File: src/rtl/memory_stage.sv
// MEM stage of the pipelined MIPS core: EX/MEM and MEM/WB banks, data-cache handshake, sticky halt.
// Define MEMORY_STAGE_LLSC_EN to add load-linked / store-conditional support.
module memory_stage #(
  parameter int WORD_W = 32,
  parameter int RSEL_W = 5
) (
  input  logic              CLK,
  input  logic              nRST,
  input  logic              ex_valid,
  input  logic              ex_memren,
  input  logic              ex_memwen,
  input  logic              ex_regwen,
  input  logic              ex_mem2reg,
  input  logic [RSEL_W-1:0] ex_wsel,
  input  logic [WORD_W-1:0] ex_alu_out,
  input  logic [WORD_W-1:0] ex_store_data,
  input  logic [WORD_W-1:0] ex_npc,
  input  logic              ex_halt,
`ifdef MEMORY_STAGE_LLSC_EN
  input  logic              ex_ll,
  input  logic              ex_sc,
  input  logic              snoop_inv,
  input  logic [WORD_W-1:0] snoop_addr,
`endif
  input  logic              flush,
  input  logic              dhit,
  input  logic [WORD_W-1:0] dmemload,
  output logic              dmemREN,
  output logic              dmemWEN,
  output logic [WORD_W-1:0] dmemaddr,
  output logic [WORD_W-1:0] dmemstore,
  output logic              mem_busy,
  output logic              wb_valid,
  output logic              wb_regwen,
  output logic [RSEL_W-1:0] wb_wsel,
  output logic [WORD_W-1:0] wb_wdat,
  output logic [WORD_W-1:0] wb_npc,
  output logic              wb_halt
);

  typedef enum logic [1:0] {IDLE, ACCESS, HALTED} state_t;

  state_t state_q, state_d;

  logic              m_valid_q, m_valid_d;
  logic              m_memren_q, m_memren_d;
  logic              m_memwen_q, m_memwen_d;
  logic              m_regwen_q, m_regwen_d;
  logic              m_mem2reg_q, m_mem2reg_d;
  logic              m_halt_q, m_halt_d;
  logic [RSEL_W-1:0] m_wsel_q, m_wsel_d;
  logic [WORD_W-1:0] m_alu_out_q, m_alu_out_d;
  logic [WORD_W-1:0] m_store_data_q, m_store_data_d;
  logic [WORD_W-1:0] m_npc_q, m_npc_d;

  logic              wb_valid_q, wb_valid_d;
  logic              wb_regwen_q, wb_regwen_d;
  logic [RSEL_W-1:0] wb_wsel_q, wb_wsel_d;
  logic [WORD_W-1:0] wb_wdat_q, wb_wdat_d;
  logic [WORD_W-1:0] wb_npc_q, wb_npc_d;
  logic              wb_halt_q, wb_halt_d;

  logic ex_live;
  logic ex_store_eff;
  logic capture_mem;
  logic retire;
  logic retire_halt;

`ifdef MEMORY_STAGE_LLSC_EN
  logic              m_ll_q, m_ll_d;
  logic              m_sc_q, m_sc_d;
  logic              m_sc_ok_q, m_sc_ok_d;
  logic              link_valid_q, link_valid_d;
  logic [WORD_W-1:0] link_addr_q, link_addr_d;
  logic              sc_ok_ex;
  logic              snoop_hit;
  logic              access_done;

  // SC is judged against the link as it will stand after this edge, so LL;SC back-to-back succeeds.
  assign sc_ok_ex     = link_valid_d & (link_addr_d == ex_alu_out);
  assign ex_store_eff = ex_memwen & ~(ex_sc & ~sc_ok_ex);
  assign snoop_hit    = snoop_inv & (snoop_addr == link_addr_q);
  assign access_done  = (state_q == ACCESS) & dhit & m_valid_q;

  always_comb begin
    link_valid_d = link_valid_q;
    link_addr_d  = link_addr_q;
    if (access_done && m_sc_q) link_valid_d = 1'b0;
    if (snoop_hit) link_valid_d = 1'b0;
    if (access_done && m_ll_q && !(snoop_hit && (snoop_addr != m_alu_out_q))) begin
      link_valid_d = 1'b1;
      link_addr_d  = m_alu_out_q;
    end
  end
`else
  assign ex_store_eff = ex_memwen;
`endif

  assign ex_live     = ex_valid & ~flush;
  assign capture_mem = ex_live & (ex_memren | ex_store_eff);
  assign retire      = m_valid_q & ~mem_busy;
  assign retire_halt = retire & m_halt_q;

  always_ff @(posedge CLK or negedge nRST) begin
    if (!nRST) state_q <= IDLE;
    else       state_q <= state_d;
  end

  always_comb begin
    state_d = state_q;
    case (state_q)
      IDLE, ACCESS: begin
        if (!mem_busy) begin
          if (retire_halt)      state_d = HALTED;
          else if (capture_mem) state_d = ACCESS;
          else                  state_d = IDLE;
        end
      end
      HALTED:  state_d = HALTED;
      default: state_d = IDLE;
    endcase
  end

  // A request with both enables set is treated as a store, so the read is suppressed.
  always_comb begin
    dmemREN  = 1'b0;
    dmemWEN  = 1'b0;
    mem_busy = 1'b0;
    case (state_q)
      ACCESS: begin
        dmemREN  = m_memren_q & ~m_memwen_q;
        dmemWEN  = m_memwen_q;
        mem_busy = ~dhit;
      end
      HALTED:  mem_busy = 1'b1;
      default: ;
    endcase
  end

  always_comb begin
    m_valid_d      = m_valid_q;
    m_memren_d     = m_memren_q;
    m_memwen_d     = m_memwen_q;
    m_regwen_d     = m_regwen_q;
    m_mem2reg_d    = m_mem2reg_q;
    m_halt_d       = m_halt_q;
    m_wsel_d       = m_wsel_q;
    m_alu_out_d    = m_alu_out_q;
    m_store_data_d = m_store_data_q;
    m_npc_d        = m_npc_q;
`ifdef MEMORY_STAGE_LLSC_EN
    m_ll_d         = m_ll_q;
    m_sc_d         = m_sc_q;
    m_sc_ok_d      = m_sc_ok_q;
`endif
    if (!mem_busy) begin
      m_valid_d      = ex_live;
      m_memren_d     = ex_memren;
      m_memwen_d     = ex_store_eff;
      m_regwen_d     = ex_regwen;
      m_mem2reg_d    = ex_mem2reg;
      m_halt_d       = ex_halt;
      m_wsel_d       = ex_wsel;
      m_alu_out_d    = ex_alu_out;
      m_store_data_d = ex_store_data;
      m_npc_d        = ex_npc;
`ifdef MEMORY_STAGE_LLSC_EN
      m_ll_d         = ex_ll;
      m_sc_d         = ex_sc;
      m_sc_ok_d      = sc_ok_ex;
`endif
    end
  end

  // Load data is sampled on the dhit edge, which is exactly when a load retires into W.
  always_comb begin
    wb_valid_d  = retire;
    wb_regwen_d = retire & m_regwen_q;
    wb_wsel_d   = wb_wsel_q;
    wb_wdat_d   = wb_wdat_q;
    wb_npc_d    = wb_npc_q;
    wb_halt_d   = wb_halt_q | retire_halt;
    if (retire) begin
      wb_wsel_d = m_wsel_q;
      wb_npc_d  = m_npc_q;
      wb_wdat_d = m_mem2reg_q ? dmemload : m_alu_out_q;
`ifdef MEMORY_STAGE_LLSC_EN
      if (m_sc_q) wb_wdat_d = {{(WORD_W-1){1'b0}}, m_sc_ok_q};
`endif
    end
  end

  always_ff @(posedge CLK or negedge nRST) begin
    if (!nRST) begin
      m_valid_q      <= 1'b0;
      m_memren_q     <= 1'b0;
      m_memwen_q     <= 1'b0;
      m_regwen_q     <= 1'b0;
      m_mem2reg_q    <= 1'b0;
      m_halt_q       <= 1'b0;
      m_wsel_q       <= '0;
      m_alu_out_q    <= '0;
      m_store_data_q <= '0;
      m_npc_q        <= '0;
      wb_valid_q     <= 1'b0;
      wb_regwen_q    <= 1'b0;
      wb_wsel_q      <= '0;
      wb_wdat_q      <= '0;
      wb_npc_q       <= '0;
      wb_halt_q      <= 1'b0;
`ifdef MEMORY_STAGE_LLSC_EN
      m_ll_q         <= 1'b0;
      m_sc_q         <= 1'b0;
      m_sc_ok_q      <= 1'b0;
      link_valid_q   <= 1'b0;
      link_addr_q    <= '0;
`endif
    end else begin
      m_valid_q      <= m_valid_d;
      m_memren_q     <= m_memren_d;
      m_memwen_q     <= m_memwen_d;
      m_regwen_q     <= m_regwen_d;
      m_mem2reg_q    <= m_mem2reg_d;
      m_halt_q       <= m_halt_d;
      m_wsel_q       <= m_wsel_d;
      m_alu_out_q    <= m_alu_out_d;
      m_store_data_q <= m_store_data_d;
      m_npc_q        <= m_npc_d;
      wb_valid_q     <= wb_valid_d;
      wb_regwen_q    <= wb_regwen_d;
      wb_wsel_q      <= wb_wsel_d;
      wb_wdat_q      <= wb_wdat_d;
      wb_npc_q       <= wb_npc_d;
      wb_halt_q      <= wb_halt_d;
`ifdef MEMORY_STAGE_LLSC_EN
      m_ll_q         <= m_ll_d;
      m_sc_q         <= m_sc_d;
      m_sc_ok_q      <= m_sc_ok_d;
      link_valid_q   <= link_valid_d;
      link_addr_q    <= link_addr_d;
`endif
    end
  end

  assign dmemaddr  = m_alu_out_q;
  assign dmemstore = m_store_data_q;
  assign wb_valid  = wb_valid_q;
  assign wb_regwen = wb_regwen_q;
  assign wb_wsel   = wb_wsel_q;
  assign wb_wdat   = wb_wdat_q;
  assign wb_npc    = wb_npc_q;
  assign wb_halt   = wb_halt_q;

endmodule

File: config.mk
export PLATFORM = sky130hd
export DESIGN_NAME = memory_stage
export DESIGN_NICKNAME = d
export VERILOG_FILES = /design/src/rtl/memory_stage.sv
export SDC_FILE = /design/constraint.sdc
export NUM_CORES = 1
export LEC_CHECK = 0
export CAP_MARGIN = 20
export CORE_ASPECT_RATIO = 1.2
export CORE_MARGIN = 2
export CORE_UTILIZATION = 44
export DETAILED_ROUTE_END_ITERATION = 10
export GPL_TIMING_DRIVEN = 0
export PLACE_DENSITY_LB_ADDON = 0.3
export SLEW_MARGIN = 20
export SYNTH_ARGS = -nofsm -noshare
export SYNTH_HDL_FRONTEND = slang
export SYNTH_SLANG_ARGS = --single-unit
File: constraint.sdc
create_clock -name CLK -period 2.5 [get_ports CLK]
set_clock_uncertainty 0.15 [all_clocks]
set_input_delay 0.5 -clock CLK [delete_from_list [all_inputs] [get_ports CLK]]
set_output_delay 0.5 -clock CLK [all_outputs]
set_load 0.05 [all_outputs]
# After elaboration in Yosys (flattened, before gate mapping)
# Cells that the tools add are included.
# totals
regBits	181
inputBits	143
elab_cells	42
# classes
eq_ne	3
muxes	8
n_bitwise	12
reduce_logical	2
# op_table
operator	n
32-bit two-way mux	1
1-bit bitwise AND	6
2-bit two-way mux	2
1-bit inverter	4
2-bit one-hot mux with 2 select lines	1
1-bit two-way mux	3
2-bit by 1-bit equality test with 1-bit output, second input constant	1
2-bit equality test, second input constant	1
2-bit zero test	1
2-bit inequality test, second input constant	1
1-bit bitwise OR	2
1-bit one-hot mux with 2 select lines	1
2-bit OR reduction	1

# Longest topological paths before layout
# logic_depth
ltp_word	8
depth_mapped	7
ltp_nobuf	5

# Worst setup path after synthesis
# Ideal clock, no wire load.
# synth_timing
path_kind	reg2out
from	register state_q[0]
to	output port mem_busy
arrival_time_ps	1591
required_time_ps	1850
setup_slack_ps	259
path_stages_with_launch	7
path_buffers	2
path_cell_list	dfrtp_1 > inv_1 > ha_1 > o21ai_4 > buf_6 > buf_6 > inv_1
# synth_via
elab_chain_len	2
# synth_rtl
item	line_no	rtl
start: declaration	43	state_t state_q, state_d;
start signal: assignment	106	else state_q <= state_d;
2-bit equality test or 2-bit by 1-bit equality test with 1-bit output (tied branches)	129	case (state_q)
1-bit one-hot mux with 2 select lines *	129	
end: declaration	32	output logic mem_busy,
# Every way passes the cells marked *; elsewhere a longest branch is shown, timed or not.

# Worst setup path after layout
# layout_timing
from	register state_q[1]
to	output port mem_busy
# The elaborated chain is that of the path after synthesis.

==> key figures <==
Critical path
  – Max FO, Critical Path: 7
  – Slowest stage delay, CP: approximately 0.4 ns
  – Worst EP required: 1.85 ns
  – Worst Setup Start Kind: register
  – Crit path buffers/inverters: 4
  – Critical path type: reg -> out
  – Crit path capture type: primary output
  – CP delay by family, top: buffers and inverters
  – CP cell instances: inv_2 > ha_4 > and2b_4 > o21ai_4 > buf_12 > inv_1 > buf_4
  – Data arrival, critical path: 1.78 ns
  – Worst-path cell with the longest stage delay: dfrtp_1

Place
  – Final HPWL DP: approximately 14 mm
  – Buffers on Ports: 281
  – Dpl ws: -0.949 ns
  – Final Wtd Congestion: approximately 0.82
  – Post-DP Area: about 10000 sq um

Hold path
  – Min-delay worst type: reg -> reg

Yosys
  – XOR/XNOR share of the synthesized area: 0%
  – Ys flop type: dfrtp_1
  – Cell with the most instances after synthesis: dfrtp_1
  – Library cells used by synthesis: 28
  – Top cells by count, synth: 181 x dfrtp_1, 136 x mux2_2, 62 x o21ai_0
  – Top cells by area, synth: dfrtp_1 63%, mux2_2 21%, mux2i_1 4.4%
  – Yosys Warn Count: 0
  – EDFF count, synth: 0
  – Fraction of registers with async set/reset: 100%
  – Seq/Total Area, Yosys: 62.8%
  – Largest family of logic cells by synthesized area: multiplexers
  – Synth Area in Compound Gates: 5.45%
  – Post-synth top area share: between 60% and 70%
  – Post-synth top area cell: dfrtp_1
  – Mapped Area: between 7000 and 8000 sq um
  – Net Count, Synth: 627
  – Post-Synth Simple-Gate Area: under 10%
  – Flops & latches, synth: about 180
  – Synthesized area per cell: between 15 and 20 sq um
  – Post-Synth Adder-Cell Area: 0.694%
  – Mux contribution to synthesized area: between 20% and 30%
  – Syn Inst Count: 480

Detailed routing
  – Vias/cell: just over 5
  – DRC: 0
  – First drt pass iteration count: 4
  – Remaining antenna violation count: 0
  – Initial drt markers: 160
  – DR WL/cell: between 15 and 20 um
  – Via Count: between 5000 and 6000
  – WL final: ~18 mm

STA
  – Sum Neg Setup Slack: 0 ns
  – Period utilisation layout: 97.2%
  – Post-layout minimum cycle time: between 2 and 2.5 ns
  – Worst Max-Slew Pin Slew: roughly 0.62 ns
  – Hold Vio Cnt, Final: 0
  – FMAX: just over 0.4 GHz
  – Max transition margin: 58.5%
  – Fin. max-slew vios: 0
  – Setup violators final: 0
  – Post-route setup slack: around 0.070 ns

Final layout
  – FF/Latch Area: 4530 sq um
  – Design Area, Final: 11000 sq um
  – Nets: 931
  – Multi-input logic area: ~2500 sq um
  – Layout cell share with drive strength beyond 1: 26.1%
  – Fillers: approximately 1200
  – P&R area growth vs syn: 52.3%
  – N_diodes: 0
  – Final core occ: about two thirds

Power
  – Total Power: between 0.006 and 0.007 W
  – Pwr dens: roughly 590 nW/um^2
  – VDD IR-drop max: 0.439 mV
  – Pleak: 4.77 nW

Clock network
  – CTS H-Tree Depth: 4
  – Clk buf depth: 2
  – Worst-path clk slew: around 0.070 ns
  – CTS buffer count: 17
  – CTS sink cnt: between 150 and 200
  – Clock Latency Late Sink: about 0.42 ns
  – CTS tree: done
  – Root buffer selected by CTS: clkbuf_16

Status
  – Run status: finished, final reports clean

Global route
  – Vias in the first global route: between 5000 and 6000
  – Largest net degree at the start of global routing: 101
  – First-pass GRT wire length: around 29 mm
  – Antenna violations before repair: 0
  – Grt ovf: 0
  – GRT Total Usage: 21.4%

Die
  – Cell row count: 51
  – Initial Utilization: 44.7%
  – I/O pins: around 280
  – Die Y: ~140 um
  – Core Area: approximately 16000 sq um
  – Die area: 17400 sq um
  – Die width: between 100 and 150 um

Run
  – Max cap viols: 0
[final timing paths]
check / from / end / slack (ns) / cells after the start
setup / recovery: state_q[1] / mem_busy / 0.07 / 7
hold / removal: wb_halt / wb_halt / 0.32 / 1
setup reg to reg: state_q[1] / dmemaddr[25] / 0.28 / 7
hold reg to reg: wb_halt / wb_halt / 0.32 / 1
max in group asynchronous: nRST / state_q[0] / 0.80 / 3
min in group asynchronous: nRST / dmemaddr[14] / 0.49 / 2
[routing by layer]
layer | vias up | share of wire (%) | global-route usage [%]
met5 | - | 0 | 0
met4 | 0 | 1.8 | 8.02
met3 | 25 | 9.5 | 8.12
met2 | 222 | 52 | 37.8
met1 | 2547 | 37 | 23.2
li1 | 2304 | - | -
[final cells by class]
type                    count  area share [%]
flip-flops and latches    181            41.2
clock inverters             9            1.05
clock buffers              23            4.44
multi-input cells         267            23.1
plain buffers              27            1.44
repair buffers            286            26.2
well taps                 212            2.41
inverters                   4           0.137
[power by group]
part	internal [W]	total, W	switching, W	leakage, nW
combinational	0.000379	0.000732	0.000353	2.21
sequential	0.00302	0.00307	0.0000539	2.28
clock	0.00159	0.00269	0.00110	0.291
[per-stage QoR]
stage	std cells	hold slack (ns)
floorplan	480	0.0544
global placement	973	0.309
detailed placement	974	0.310
CTS	1008	0.327
global route	1009	0.343
finish	1009	0.320
[cell families (layout without fill, tap and decap cells)]
family,Yosys count,count (layout)
AO/OA/AOI/OAI,72,72
flip-flops,181,181
multiplexers,176,176
adder cells (fa/ha/maj),4,4
buffers and inverters,32,349
AND/OR/NAND/NOR,15,15
[registers in the layout (all words and copies together) (netlist names), 2 cells and up]
name,flops
wb_wdat,32
state_q,2
wb_npc,32
wb_wsel,5
dmemstore,32
m_npc_q,32
m_wsel_q,5
dmemaddr,32
[worst register-to-register path, stage by stage (launching register included)]
cell     delay (ns)
dfrtp_1        0.40
inv_2          0.09
ha_4           0.19
and2b_4        0.17
o21ai_4        0.18
buf_4          0.22
buf_2          0.32
mux2_2         0.39
[cells in the final DEF (no fill, tap or decap), types with 4 or more instances in the layout]
cell / count
clkbuf_16: 17
clkdlybuf4s50_1: 277
clkbuf_8: 4
mux2_4: 8
clkbuf_1: 12
o21ai_0: 62
dfrtp_1: 180
buf_4: 12
mux2i_1: 32
buf_2: 8
mux2_2: 136
inv_6: 4
[repair_timing]
item / in CTS / in global routing
gates resized for setup: 16 / 5
pin swaps: 1 / 0
hold buffers: 1 / 0
setup endpoints to repair: 3 / 2
buffers inserted: 2 / 1
hold endpoints to repair: 81 / 0
No activity file was read; power rests on OpenSTA's default activity.
